<file path="config.mk">
export PLATFORM = sky130hd
export DESIGN_NAME = exe_iter_unit
export DESIGN_NICKNAME = d
export VERILOG_FILES = /design/src/rtl/exe_pkg.sv /design/src/rtl/exe_alu.sv /design/src/rtl/exe_iter_unit.sv
export SDC_FILE = /design/constraint.sdc
export NUM_CORES = 1
export LEC_CHECK = 0
export CAP_MARGIN = 25
export CORE_ASPECT_RATIO = 1.75
export CORE_MARGIN = 2
export CORE_UTILIZATION = 50
export DETAILED_ROUTE_END_ITERATION = 10
export PLACE_DENSITY = 0.85
export SETUP_SLACK_MARGIN = 0.02
export SLEW_MARGIN = 20
export SYNTH_ARGS = -nofsm -noshare
export SYNTH_HDL_FRONTEND = slang
export SYNTH_HIERARCHICAL = 1
export SYNTH_SLANG_ARGS = --single-unit
</file>
<file path="constraint.sdc">
create_clock -name clk -period 4.45 [get_ports clk]
set_clock_uncertainty 0.1 [all_clocks]
set_input_delay 0.6675 -clock clk [delete_from_list [all_inputs] [get_ports clk]]
set_output_delay 0.6675 -clock clk [all_outputs]
set_load 0.01 [all_outputs]
</file>
<file path="src/rtl/exe_pkg.sv">
// Shared constants for the iterative execute unit: opcodes, shift types,
// flag bit positions and the sequencing FSM states.
package exe_pkg;

  localparam logic [3:0] OP_MOV = 4'b0001;
  localparam logic [3:0] OP_ADD = 4'b0010;
  localparam logic [3:0] OP_ADC = 4'b0011;
  localparam logic [3:0] OP_SUB = 4'b0100;
  localparam logic [3:0] OP_SBC = 4'b0101;
  localparam logic [3:0] OP_AND = 4'b0110;
  localparam logic [3:0] OP_ORR = 4'b0111;
  localparam logic [3:0] OP_EOR = 4'b1000;
  localparam logic [3:0] OP_MVN = 4'b1001;

  localparam logic [1:0] SH_LSL = 2'b00;
  localparam logic [1:0] SH_LSR = 2'b01;
  localparam logic [1:0] SH_ASR = 2'b10;
  localparam logic [1:0] SH_ROR = 2'b11;

  localparam int FLAG_N = 3;
  localparam int FLAG_Z = 2;
  localparam int FLAG_C = 1;
  localparam int FLAG_V = 0;

  typedef enum logic [1:0] {IDLE, SHIFT, DONE} state_t;

endpackage

</file>
<file path="src/rtl/exe_alu.sv">
// Combinational ALU with {N,Z,C,V} generation. Subtraction is done as
// rn + ~op2 + cin so the carry out is directly the NOT-borrow flag.
module exe_alu
  import exe_pkg::*;
#(
  parameter int W = 32
) (
  input  logic [3:0]   exe_cmd,
  input  logic [W-1:0] rn,
  input  logic [W-1:0] op2,
  input  logic [3:0]   sr_in,
  output logic [W-1:0] result,
  output logic [3:0]   status
);

  logic [W:0]   sum;
  logic [W-1:0] b;
  logic         cin;
  logic         arith;

  always_comb begin
    result = '0;
    b      = op2;
    cin    = 1'b0;
    arith  = 1'b0;
    case (exe_cmd)
      OP_MOV: result = op2;
      OP_MVN: result = ~op2;
      OP_ADD: arith = 1'b1;
      OP_ADC: begin arith = 1'b1; cin = sr_in[FLAG_C]; end
      OP_SUB: begin arith = 1'b1; b = ~op2; cin = 1'b1; end
      OP_SBC: begin arith = 1'b1; b = ~op2; cin = sr_in[FLAG_C]; end
      OP_AND: result = rn & op2;
      OP_ORR: result = rn | op2;
      OP_EOR: result = rn ^ op2;
      default: result = '0;
    endcase
    sum = {1'b0, rn} + {1'b0, b} + (W+1)'(cin);
    if (arith) result = sum[W-1:0];
    status[FLAG_N] = result[W-1];
    status[FLAG_Z] = (result == '0);
    status[FLAG_C] = arith ? sum[W] : sr_in[FLAG_C];
    status[FLAG_V] = arith ? ((rn[W-1] == b[W-1]) && (result[W-1] != rn[W-1]))
                           : sr_in[FLAG_V];
  end

endmodule

</file>
<file path="src/rtl/exe_iter_unit.sv">
// Execute stage with a bit-serial barrel-shifter replacement: operand 2 is
// shifted one bit per cycle, then the ALU result is registered for handshake.
module exe_iter_unit
  import exe_pkg::*;
#(
  parameter int W      = 32,
  parameter int SIMM_W = 24
) (
  input  logic              clk,
  input  logic              rst,
  input  logic              in_valid,
  output logic              in_ready,
  input  logic              flush,
  input  logic [3:0]        exe_cmd,
  input  logic              imm,
  input  logic              mem_read,
  input  logic              mem_write,
  input  logic              s_bit,
  input  logic [3:0]        sr_in,
  input  logic [W-1:0]      pc,
  input  logic [W-1:0]      val_rn,
  input  logic [W-1:0]      val_rm,
  input  logic [11:0]       shift_op,
  input  logic [SIMM_W-1:0] signed_imm,
  output logic              out_valid,
  input  logic              out_ready,
  output logic [W-1:0]      alu_result,
  output logic [W-1:0]      br_address,
  output logic [3:0]        status,
  output logic              status_we
);

  state_t       state, state_next;
  logic [W-1:0] op2_q, rn_q, br_q;
  logic [1:0]   sh_type_q;
  logic [4:0]   cnt_q;
  logic [3:0]   cmd_q, sr_q;
  logic         swe_q;
  logic [W-1:0] alu_res;
  logic [3:0]   alu_status;
  logic [W-1:0] simm_ext;
  logic         accept, mem_op;

  assign simm_ext  = W'($signed(signed_imm));
  assign in_ready  = (state == IDLE);
  assign out_valid = (state == DONE);
  assign accept    = in_valid && in_ready;
  assign mem_op    = mem_read | mem_write;

  exe_alu #(.W(W)) u_alu (
    .exe_cmd (cmd_q),
    .rn      (rn_q),
    .op2     (op2_q),
    .sr_in   (sr_q),
    .result  (alu_res),
    .status  (alu_status)
  );

  always_ff @(posedge clk) begin
    if (rst) state <= IDLE;
    else     state <= state_next;
  end

  always_comb begin
    state_next = state;
    if (flush) begin
      state_next = IDLE;
    end else begin
      case (state)
        IDLE:    if (in_valid) state_next = SHIFT;
        SHIFT:   if (cnt_q == 5'd0) state_next = DONE;
        DONE:    if (out_ready) state_next = IDLE;
        default: state_next = IDLE;
      endcase
    end
  end

  // Flush only needs to kill status_we; stale datapath registers are harmless
  // because out_valid is derived from the state.
  always_ff @(posedge clk) begin
    if (rst) begin
      op2_q      <= '0;
      rn_q       <= '0;
      br_q       <= '0;
      sh_type_q  <= SH_LSL;
      cnt_q      <= '0;
      cmd_q      <= '0;
      sr_q       <= '0;
      swe_q      <= 1'b0;
      alu_result <= '0;
      br_address <= '0;
      status     <= '0;
      status_we  <= 1'b0;
    end else if (flush) begin
      status_we <= 1'b0;
    end else if (accept) begin
      rn_q  <= val_rn;
      cmd_q <= exe_cmd;
      sr_q  <= sr_in;
      br_q  <= pc + simm_ext;
      swe_q <= s_bit & ~mem_op;
      if (mem_op) begin
        op2_q     <= W'(shift_op[11:0]);
        sh_type_q <= SH_LSL;
        cnt_q     <= 5'd0;
      end else if (imm) begin
        op2_q     <= W'(shift_op[7:0]);
        sh_type_q <= SH_ROR;
        cnt_q     <= {shift_op[11:8], 1'b0};
      end else begin
        op2_q     <= val_rm;
        sh_type_q <= shift_op[6:5];
        cnt_q     <= shift_op[11:7];
      end
    end else if (state == SHIFT) begin
      if (cnt_q != 5'd0) begin
        case (sh_type_q)
          SH_LSL:  op2_q <= {op2_q[W-2:0], 1'b0};
          SH_LSR:  op2_q <= {1'b0, op2_q[W-1:1]};
          SH_ASR:  op2_q <= {op2_q[W-1], op2_q[W-1:1]};
          default: op2_q <= {op2_q[0], op2_q[W-1:1]};
        endcase
        cnt_q <= cnt_q - 5'd1;
      end else begin
        alu_result <= alu_res;
        status     <= alu_status;
        br_address <= br_q;
        status_we  <= swe_q;
      end
    end
  end

endmodule

</file>
==> results.md <==
* Status: finished clean
* Vias/cell at 5.994
* Worst Setup End Kind: flip-flop
* Avg WL per Cell at 20.08 µm
* Largest net degree at the start of global routing at 78
* Die height at 224.5 µm
* Setup-failing EPs final at 0
* Cell internal pwr at 3.317 mW
* Switching Fraction at 32.05%
* Initial Utilization at 50.82%
* Initial antenna violation count at 2
* Sequential power share at 36.4%
* CTS clk-pin slew, worst paths at 0.07 ns
* CP Class: flip-flop to flip-flop
* CP delay by family, top: compound AO/OA/AOI/OAI gates
* Final GP Congestion at 0.9845
* Final TNS setup at 0 ns
* Period Utilization, post-route at 95.30%
* Max-cap violations at 0
* Met1 Track Usage GR at 33.38%
* CTS tree: done
* Commonest non-fill, non-tap cell in the layout: nand2_1
* Number of global-route vias before repair at 14817
* P_sw at 1.564 mW
* Critical Path Max Stage Delay at 0.55 ns
* Overall Global Routing Usage at 34.38%
* DR vias at 14883
* WP buf/inv at 1
* Root buffer cell: clkbuf_16
* TritonCTS sink count at 181
* Fmax at 0.2358 GHz
* Average size of a mapped cell at 7.245 µm²
* Most Crowded Layer GR: met2
* Drt total wl at 49.86 mm
* Max Slew Vio Count at 0
* Worst Setup Start Kind: flip-flop
* Relative slew slack at 31.91%
* Final Hold Fails at 0
* Data arrival time of the critical path at 4.53 ns
* Layout area overhead at 24.74%
* Number of warning messages in the yosys log at 6
* Maximum vdd drop at 286.6 µV
* DP Worst Slack at 0.1848 ns
* Minimum clock period at 4.241 ns
* Routing usage on met3 at 6.208%
* Most frequent cells in the layout: 395 x nand2_1, 262 x a21oi_1, 216 x clkdlybuf4s50_1
* Remaining global-route overflow at 0
* Clock Latency Late Sink at 0.46 ns
* Synthesized area at 0.01389 mm²
* Die area at 0.02918 mm²
* First-pass GRT wire length at 77.23 mm
* PortBufs at 217
* Floorplan row count at 80
* Num CTS Buffers at 17
* Power density over cell area at 281.8 mW/mm²
* Worst slew pin tran at 1.009 ns
* Clock group share of total power at 36.2%
* Post-Syn Nets at 2197
* Core Area at 0.02733 mm²
* Final WS setup at 0.2090 ns
* CTS H-tree lvls at 4
* Met2 GRT Util at 61.26%
* Critical Path Fanout Max at 9
* Comb power frac at 27.4%
* Final Net Count at 2379
* DR pass1 iterations at 5
* Max Root-Sink Buffers at 2
* DRC violations left at 0
* Final core occ at 63.40%
* Unrepaired setup endpoints after global routing: no
* DRT iter0 DRCs at 1051
* Crit path cell chain: buf_4, nand4b_1, a21o_1, fa_1, fa_1, nand2b_1, a21boi_2, o31a_1, o311a_4, o221ai_1, a41o_1, or4b_1, nor4_2, nand2_1, a21oi_1
* Hold Path Class: flip-flop to flip-flop
* Hold-fix buffers, CTS at 0
* Crit-path most repeated cell: fa_1
* Layout cells sized above 1 at 8.097%
* Pleak at 6.608 nW
* Chip Width at 130.0 µm
* Detail Route Antenna Nets at 0
* Req. time, crit path at 4.74 ns
* Cell count after synthesis at 1917
* Num ports at 220
* Max stage delay cell, worst path: or4b_1
* Detailed Place HPWL at 37.36 mm
==> path summary, 6_finish.rpt <==
| kind | startpoint | to | slack [ns] | depth (start not counted) |
|---|---|---|---|---|
| worst min-delay path | br_q[5] | br_q[5] | 0.35 | 2 |
| worst max-delay path | cmd_q[2] | status[2] | 0.21 | 15 |
| worst max register to register | cmd_q[2] | status[2] | 0.21 | 15 |
| worst min register to register | br_q[5] | br_q[5] | 0.35 | 2 |
==> tightest hold or removal path, delay by kind of cell, from the launching register on <==
kind | cells | cell delay, ns
AND/OR/NAND/NOR | 1 | 0.05
flip-flops | 1 | 0.31
AO/OA/AOI/OAI | 1 | 0.05
==> registers in the layout, summed over array words and instances, names as in the netlist <==
name,flops
status_we,1
br_q,32
alu_result,32
sh_type_q,2
state,2
op2_q,32
br_address,32
swe_q,1
rn_q,32
cmd_q,4
cnt_q,5
status,4
sr_q,2
==> power by group through the flow <==
stage	sequential, mW	clock [mW]	combinational [mW]
global route	1.78	1.86	1.46
floorplan	1.78	0	0.834
global placement	1.80	0	1.27
finish	1.78	1.77	1.34
CTS	1.77	1.80	1.31
detailed placement	1.81	0	1.30
==> routing by layer <==
layer | wire [µm] | part of all wire (%)
met5 | 0 | 0
met4 | 4856 | 9.7
met3 | 2707 | 5.4
met2 | 25480 | 51
met1 | 16810 | 34
==> metrics by stage <==
stage / total power [mW] / instances / cell area, µm² / hold WS, ns
floorplan: 2.614 / 1917 / 13890 / 0.3249
global placement: 3.076 / 2448 / 16610 / 0.3369
detailed placement: 3.108 / 2448 / 16610 / 0.3424
CTS: 4.878 / 2480 / 17290 / 0.3529
global route: 5.102 / 2483 / 17320 / 0.3657
finish: 4.881 / 2483 / 17320 / 0.3527
==> area by class of cell <==
type / count / area [µm²]
inverters: 91 / 341.6
flip-flops and latches: 181 / 3626
clock buffers: 18 / 429.2
fillers: 2435 / 10000
diodes: 2 / 5.005
multi-input cells: 1513 / 9442
repair buffers: 295 / 2771
clock inverters: 14 / 247.7
well taps: 369 / 461.7
==> what timing repair did <==
| item | 4_1_cts | 5_1_grt |
|---|---|---|
| endpoints found under the setup margin | 0 | 1 |
| gates resized for setup | 0 | 6 |
| buffers inserted | 0 | 1 |
(Power assumes the default switching activity.)
